[src/rtl/dram_arbiter.sv]
// Two-port arbiter in front of a single-outstanding DRAM controller request channel.
// Latency: port request seen at an idle edge -> m_valid next cycle; m_ready edge -> port ready next cycle.
// Backpressure: requesters hold valid until their one-cycle ready pulse; one transaction in flight, no queuing.
//
// Ports:
//   clk, reset           - sole clock, synchronous active-high reset
//   p0_* / p1_*          - requester ports: valid/addr/wmask/wdata in, ready pulse and rdata out
//   m_*                  - controller side: registered valid/addr/wmask/wdata out, ready/rdata in
//   busy                 - high while a transaction is in flight or its response is being returned
//   grant                - index of the port currently or most recently served
module dram_arbiter #(
    parameter bit RR = 1'b1
) (
    input  logic         clk,
    input  logic         reset,
    input  logic         p0_valid,
    output logic         p0_ready,
    input  logic [31:0]  p0_addr,
    input  logic         p0_wmask,
    input  logic [127:0] p0_wdata,
    output logic [127:0] p0_rdata,
    input  logic         p1_valid,
    output logic         p1_ready,
    input  logic [31:0]  p1_addr,
    input  logic         p1_wmask,
    input  logic [127:0] p1_wdata,
    output logic [127:0] p1_rdata,
    output logic         m_valid,
    input  logic         m_ready,
    output logic [31:0]  m_addr,
    output logic         m_wmask,
    output logic [127:0] m_wdata,
    input  logic [127:0] m_rdata,
    output logic         busy,
    output logic         grant
);

    typedef enum logic [1:0] {
        IDLE  = 2'd0,
        ISSUE = 2'd1,
        RESP  = 2'd2
    } state_t;

    state_t state;
    state_t state_nxt;
    logic   winner;
    logic   accept;
    logic   complete;

    // On a tie in round-robin mode the port that was not served last wins;
    // otherwise port 0 wins whenever it asks, and port 1 only when alone.
    always_comb begin
        if (RR && p0_valid && p1_valid) begin
            winner = ~grant;
        end else begin
            winner = ~p0_valid;
        end
    end

    always_comb begin
        state_nxt = state;
        accept    = 1'b0;
        complete  = 1'b0;
        case (state)
            IDLE: begin
                if (p0_valid || p1_valid) begin
                    state_nxt = ISSUE;
                    accept    = 1'b1;
                end
            end
            ISSUE: begin
                // m_valid is high for the whole of ISSUE, so a stray m_ready
                // in any other state never reaches this branch.
                if (m_valid && m_ready) begin
                    state_nxt = RESP;
                    complete  = 1'b1;
                end
            end
            RESP: begin
                state_nxt = IDLE;
            end
            default: begin
                state_nxt = IDLE;
            end
        endcase
    end

    always_ff @(posedge clk) begin
        if (reset) begin
            state <= IDLE;
        end else begin
            state <= state_nxt;
        end
    end

    always_ff @(posedge clk) begin
        if (reset) begin
            m_valid  <= 1'b0;
            m_addr   <= '0;
            m_wmask  <= 1'b0;
            m_wdata  <= '0;
            grant    <= 1'b1;
            p0_ready <= 1'b0;
            p1_ready <= 1'b0;
            p0_rdata <= '0;
            p1_rdata <= '0;
        end else begin
            p0_ready <= 1'b0;
            p1_ready <= 1'b0;
            if (accept) begin
                // grant doubles as the last-served pointer for round-robin
                m_valid <= 1'b1;
                grant   <= winner;
                m_addr  <= winner ? p1_addr  : p0_addr;
                m_wmask <= winner ? p1_wmask : p0_wmask;
                m_wdata <= winner ? p1_wdata : p0_wdata;
            end
            if (complete) begin
                // rdata is captured on writes too; the controller's data is
                // simply passed through whatever it is.
                m_valid <= 1'b0;
                if (grant) begin
                    p1_ready <= 1'b1;
                    p1_rdata <= m_rdata;
                end else begin
                    p0_ready <= 1'b1;
                    p0_rdata <= m_rdata;
                end
            end
        end
    end

    assign busy = (state != IDLE);

endmodule

[config.mk]
export PLATFORM = sky130hd
export DESIGN_NAME = dram_arbiter
export DESIGN_NICKNAME = d
export VERILOG_FILES = /design/src/rtl/dram_arbiter.sv
export SDC_FILE = /design/constraint.sdc
export NUM_CORES = 1
export LEC_CHECK = 0
export CAP_MARGIN = 10
export CORE_AREA = 10 10 333 335
export DETAILED_ROUTE_END_ITERATION = 12
export DIE_AREA = 0 0 343 345
export GPL_ROUTABILITY_DRIVEN = 0
export HOLD_SLACK_MARGIN = 0.06
export RECOVER_POWER = 100
export SLEW_MARGIN = 20
export SYNTH_ARGS = -nofsm -noshare
export SYNTH_HDL_FRONTEND = slang
export SYNTH_SLANG_ARGS = --single-unit
[constraint.sdc]
create_clock -name clk -period 1.74 [get_ports clk]
set_input_delay 0.174 -clock clk [delete_from_list [all_inputs] [get_ports clk]]
set_output_delay 0.174 -clock clk [all_outputs]
set_load 0.005 [all_outputs]
==> results of run 1 <==
==> worst min-delay path: cells and delay by family <==
kind / cells / cell delay, ps
AOI/OAI and AO/OA: 2 / 140
buffers and inverters: 1 / 390
==> power by group through the flow <==
stage | combinational [mW] | clock (mW) | sequential, mW
finish | 5.13 | 11.0 | 10.6
global route | 5.52 | 11.7 | 10.6
CTS | 5.32 | 11.3 | 10.6
detailed placement | 5.43 | 0 | 10.8
global placement | 5.43 | 0 | 10.8
floorplan | 2.10 | 0 | 10.7
==> routing by layer <==
metal	GRT usage [%]	vias up	wire, µm
met5	0	-	137
met4	5.37	20	3290
met3	6.59	195	10600
met2	27.8	897	49800
met1	19.6	9383	41900
li1	-	9201	-
==> registers in the layout (all words and copies together) (netlist names) <==
signal    count
p1_rdata    128
state         2
p1_ready      1
grant         1
p0_ready      1
m_wmask       1
m_wdata     128
m_valid       1
p0_rdata    128
m_addr       32
==> cell families after synthesis <==
logic type	after synthesis	share of synthesized area, %
compound gates	743	25.7
flops	423	44.5
mux	128	6.73
buf+inv	246	5.69
simple gates	563	17.4
==> final cells by class <==
| class | count | area, µm² |
|---|---|---|
| fillers | 11041 | 73100 |
| repair buffers | 1012 | 9950 |
| multi-input cells | 1434 | 9370 |
| flip-flops and latches | 423 | 8480 |
| well taps | 1391 | 1740 |
| clock buffers | 70 | 1450 |
| clock inverters | 23 | 259 |
| diodes | 15 | 37.5 |
| inverters | 2 | 10.0 |
==> timing repair <==
action,4_1_cts,5_1_grt
buffers inserted,2,6
hold buffers,1,0
endpoints found under the hold margin,8,0
gates resized for setup,158,56
endpoints found under the setup margin,140,111
==> Yosys cell counts, types with 2 or more instances <==
master and count:
sky130_fd_sc_hd__nand2b_1 258, sky130_fd_sc_hd__a311oi_2 90, sky130_fd_sc_hd__nor2b_1 129, sky130_fd_sc_hd__a21oi_1 164
sky130_fd_sc_hd__and2_1 2, sky130_fd_sc_hd__buf_1 4, sky130_fd_sc_hd__dfxtp_1 423, sky130_fd_sc_hd__o21ai_1 16
sky130_fd_sc_hd__buf_4 6, sky130_fd_sc_hd__nand3_1 161, sky130_fd_sc_hd__nor2_1 4, sky130_fd_sc_hd__buf_2 42
sky130_fd_sc_hd__mux2i_1 128, sky130_fd_sc_hd__nor3_1 2, sky130_fd_sc_hd__a311oi_1 71, sky130_fd_sc_hd__nand2_1 3
sky130_fd_sc_hd__clkbuf_1 180, sky130_fd_sc_hd__buf_6 11, sky130_fd_sc_hd__o21ai_0 401
==> through the flow <==
step	std cells	TNS [ps]	hold WS (ps)	worst slack (ps)	total power [mW]
finish	4370	0	139	27.6	26.7
CTS	4349	0	78.0	0.340	27.2
detailed placement	4254	-15900	461	-213	16.2
global placement	4254	-10310	457	-157	16.2
global route	4366	0	104	0.172	27.9
floorplan	2103	0	341	237	12.8
==> path summary, 6_finish.rpt <==
| check | start | endpoint | slack [ps] | depth (start not counted) |
|---|---|---|---|---|
| worst min-delay path | p1_addr[15] | m_addr[15] | 140 | 3 |
| worst min register to register | p1_rdata[70] | p1_rdata[70] | 470 | 2 |
| worst max register to register | state[1] | m_wdata[109] | 90 | 6 |
| worst max-delay path | p0_valid | m_addr[7] | 30 | 6 |
==> impl_metrics.ini, run 1 <==
[clocking]
cts-buffers-inserted = 50
clock_latency_late_sink_ps = 610
clock_tree.root_cell = sky130_fd_sc_hd__clkbuf_16
ctsHtreeMaxLevel = 2
clkTransAtPathRegs_ps = 60
clk_path_buf_depth = 3
clock_tree_from_tritoncts = built
clkSinkCount = 423

[setup_path]
crit_chain = dlygate4sd3_1 -> clkbuf_2 -> buf_6 -> buf_4 -> nand3_1 -> a311oi_2
criticalPathCategory = in -> reg
critical_path_end_type = flop
worst_path_dominant_cell_family = buffers and inverters
worstPathMaxFanout = 59
kind_of_launch_point_of_the_worst_setup_path = input pin
arrival_time_of_the_worst_setup_path_ps = 2250
cp_slowest_cell = sky130_fd_sc_hd__dlygate4sd3_1
worst_path_largest_cell_delay_ps = 520
required_ps = 2270
cp_num_buf_inv = 4

[die]
start_util_pct = 18.2
floorplan.io_pins = 877
fp.dieH_um = 345
row_count = 119
core_region_area_um2 = 104000
design.die.area_um2 = 118000
die_width_um = 343

[synth]
synth-seq-area-share_pct = 44.5
synthDistinctLibCells = 27
yosys-top-cells-area = sky130_fd_sc_hd__dfxtp_1, sky130_fd_sc_hd__o21ai_0, sky130_fd_sc_hd__nand2b_1, sky130_fd_sc_hd__a311oi_2, sky130_fd_sc_hd__mux2i_1
post_synth.cell_area_avg_um2 = 9.05
number_of_synthesized_register_bits = 423
synthesis.yosys.warnings = 0
synth_cells = 2103
synth.top_cell.area_share_pct = 44.5
synth-edff-count = 0
synth-main-ff-cell = sky130_fd_sc_hd__dfxtp_1
proportion_of_synthesized_flip_flops_having_asynchronous_set_or_reset_pct = 0
synth_largest_area_cell = sky130_fd_sc_hd__dfxtp_1
synth.cell_area_um2 = 19000
synth.net_count = 2558

[cells_and_area]
commonest_cells_after_routing_fill_and_taps_aside = sky130_fd_sc_hd__clkdlybuf4s50_1, sky130_fd_sc_hd__dfxtp_1, sky130_fd_sc_hd__o21ai_0
mostFrequentLayoutCell = sky130_fd_sc_hd__clkdlybuf4s50_1
finish.instance_area_um2 = 31300
net_total_in_the_final_layout = 3378
post-route-util_pct = 30.0
area.growth.synth_to_final_pct = 64.5
drive_above_1_share_pct = 10.4

[placed_design]
hpwl_um = 83300
port-buffer-count = 876
postPlaceCellArea_um2 = 30000

[sta]
final.period_utilization_pct = 98.4
finalHoldViolCount = 0
worst_slew_pin_slew_ps = 547
rsz0062_at_grt = no
layout_min_cycle_time_ps = 1710
finalClockSkew_ps = 18.1
clock.fmax_ghz = 0.584
timing.final.setup_violations = 0
slew-limit-headroom_pct = 63.5
drv_slew = 0

[power]
vdd_drop_max_v = 0.000721
comb_power_share_pct = 19.2
power.density_cell_area_nw_per_um2 = 854
internal_cell_power_mw = 19.3
p_clk_share_pct = 41.2
power.share.switching_pct = 27.6
total_switching_power_mw = 7.38
leakagePower_nw = 12.0
part_of_the_power_in_registers_pct = 39.6

[min_path]
hold_path_class = in -> reg

[drt]
detail_route.wirelength_um = 106000
final_antenna_net_count = 0
detailedRoute.firstIterationViolations = 1187
drtPass1Iterations = 5
vias_per_cell = 4.51
drc = 0
detail_route.wl_per_cell_um = 24.2
via_count = 19696

[global_routing]
grt_first_pass_wirelength_um = 148000
grt_antenna_before_repair = 59
first_global_vias = 19212
grt_usage_pct = 16.8
overflow = 0
pin_count_of_the_biggest_net_entering_global_routing = 85

[status]
result_of_the_run = finished, final reports clean

[job]
drv_cap = 0
Power figures use the tool's default switching activity.
==> inputs of run 2 (changes only) <==
--- a/config.mk
+++ b/config.mk
@@ -6,9 +6,9 @@
 export NUM_CORES = 1
 export LEC_CHECK = 0
 export CAP_MARGIN = 10
-export CORE_AREA = 10 10 333 335
+export CORE_AREA = 10 10 332 334
 export DETAILED_ROUTE_END_ITERATION = 12
-export DIE_AREA = 0 0 343 345
+export DIE_AREA = 0 0 342 344
 export GPL_ROUTABILITY_DRIVEN = 0
 export HOLD_SLACK_MARGIN = 0.06
 export RECOVER_POWER = 100
==> constraint.sdc (replaced) <==
create_clock -name clk -period 2.2 [get_ports clk]
set_input_delay 0.22 -clock clk [delete_from_list [all_inputs] [get_ports clk]]
set_output_delay 0.22 -clock clk [all_outputs]
set_load 0.005 [all_outputs]
==> impl_metrics.ini, run 2 (synthesis gave the netlist of run 1 again) <==
[status]
result_of_the_run = finished, final reports clean

[sta]
worst_slew_pin_slew_ps = 1080
timing.final.setup_violations = 0
layout_min_cycle_time_ps = 2060
finalClockSkew_ps = 27.1
final_worst_slack_ps = 138
rsz0062_at_grt = no
total_negative_setup_slacks_ps = 0
finalHoldViolCount = 0
drv_slew = 0
clock.fmax_ghz = 0.485
slew-limit-headroom_pct = 28.3
final.period_utilization_pct = 93.7

[global_routing]
first_global_vias = 19341
pin_count_of_the_biggest_net_entering_global_routing = 130
grt_antenna_before_repair = 40
grt_first_pass_wirelength_um = 144000
grt_usage_pct = 16.4
overflow = 0

[die]
core_region_area_um2 = 103000
floorplan.io_pins = 877
fp.dieH_um = 344
start_util_pct = 18.4
design.die.area_um2 = 118000
die_width_um = 342
row_count = 118

[setup_path]
crit-reg2reg-capture = m_wdata[35]
criticalPathCategory = reg -> reg
r2r_setup_slack_ps = 140
reg2reg_from = state[0]
arrival_time_of_the_worst_setup_path_ps = 2540
worstPathMaxFanout = 45
critical_path_end_type = flop
ff2ff_path_depth = 6
required_ps = 2680
kind_of_launch_point_of_the_worst_setup_path = flop

[clocking]
clk_path_buf_depth = 3
clkSinkCount = 423
clock_latency_late_sink_ps = 630
clkTransAtPathRegs_ps = 60
clock_tree.root_cell = sky130_fd_sc_hd__clkbuf_16
cts-buffers-inserted = 52
clock_tree_from_tritoncts = built
ctsHtreeMaxLevel = 2

[cells_and_area]
layout.cells.non_filler = 4311
drive_above_1_share_pct = 6.48
post-route-util_pct = 29.9
area.growth.synth_to_final_pct = 61.9
net_total_in_the_final_layout = 3336
mostFrequentLayoutCell = sky130_fd_sc_hd__clkdlybuf4s50_1
top_regs = m_wdata (128), p0_rdata (128), p1_rdata (128)
commonest_cells_after_routing_fill_and_taps_aside = sky130_fd_sc_hd__clkdlybuf4s50_1, sky130_fd_sc_hd__dfxtp_1, sky130_fd_sc_hd__dlygate4sd3_1
fill_cells = 10945

[placed_design]
post_placement_worst_setup_slack_ps = 178
port-buffer-count = 876
place.detailed.instances = 4203
hpwl_um = 79400

[drt]
detailedRoute.firstIterationViolations = 1294
drc = 0
detail_route.wirelength_um = 104000
detail_route.wl_per_cell_um = 24.1
final_antenna_net_count = 0
vias_per_cell = 4.51
via_count = 19443
drtPass1Iterations = 6

[min_path]
min_path_cells = 3
worst_case_hold_path_end_point = m_addr[1]
hold_path_startpoint = p1_addr[1]
hold_path_class = in -> reg

[job]
drv_cap = 0

[power]
vdd_drop_max_v = 0.000514
leakagePower_nw = 12.5
power.density_cell_area_nw_per_um2 = 692
run 2: cell count changes in the layout (fill, tap and decap cells not counted), sizes merged, moves of 16 or more:
cell           before  now
clkdlybuf4s25      41    0
dlygate4sd3         1  421
clkbuf            103   87
clkdlybuf4s50     684  454
buf               122   75
dlygate4sd2       130    1
run 2: layer usage:
metal  track usage [%]  share of wire, %
met5                 0             0.092
met1              18.8                39
met4              4.36               2.4
met3              7.20                11
met2              27.8                48
run 2: cell type report:
| cell class | instances | area [µm²] | area share, % |
|---|---|---|---|
| clock buffer | 70 | 1470 | 4.77 |
| antenna | 13 | 32.5 | 0.106 |
| sequential | 423 | 8470 | 27.5 |
| tap | 1380 | 1730 | 5.60 |
| clock inverter | 21 | 314 | 1.02 |
| multi-input combinational | 1434 | 9000 | 29.2 |
| timing repair buffer | 968 | 9780 | 31.7 |
| inverter | 2 | 10.0 | 0.0325 |
run 2: report_power, final:
part	total, mW	switching (mW)	internal (mW)
clock network	9.14	3.64	5.49
registers	8.34	0.248	8.09
logic	3.86	1.87	1.98
run 2: how the worst max path moves through the flow:
stage                              from       endpoint  slack, ps  cells past startpoint
after global routing      p1_rdata[100]  p1_rdata[100]         40                      1
after CTS                         grant          grant         30                      2
after global placement         p1_valid     m_addr[25]        210                      5
after detailed placement       p1_valid    m_wdata[35]        180                      6
final                          state[0]    m_wdata[35]        140                      6
after floorplan                   grant     m_addr[10]        700                      7
run 2: worst max-delay path: stages (launching register included):
cell and delay (ps):
sky130_fd_sc_hd__dfxtp_1 350, sky130_fd_sc_hd__nor2_4 140, sky130_fd_sc_hd__buf_12 130, sky130_fd_sc_hd__buf_4 200
sky130_fd_sc_hd__and2_2 490, sky130_fd_sc_hd__buf_6 390, sky130_fd_sc_hd__a311oi_1 170
run 2: repair_timing:
item,CTS,global route
pin swaps,1,0
hold buffers,2,0
endpoints found under the setup margin,1,1
endpoints found under the hold margin,19,0
buffers inserted,2,0
resized for setup,2,1
run 2: through the flow:
step / hold slack (ps) / total power [mW] / cell area [µm²]
after floorplan: 387 / 10.2 / 19000
after global placement: 457 / 12.7 / 29600
after detailed placement: 461 / 12.7 / 29600
after CTS: 119 / 22.0 / 31400
after global routing: 142 / 22.3 / 30800
final: 184 / 21.3 / 30800
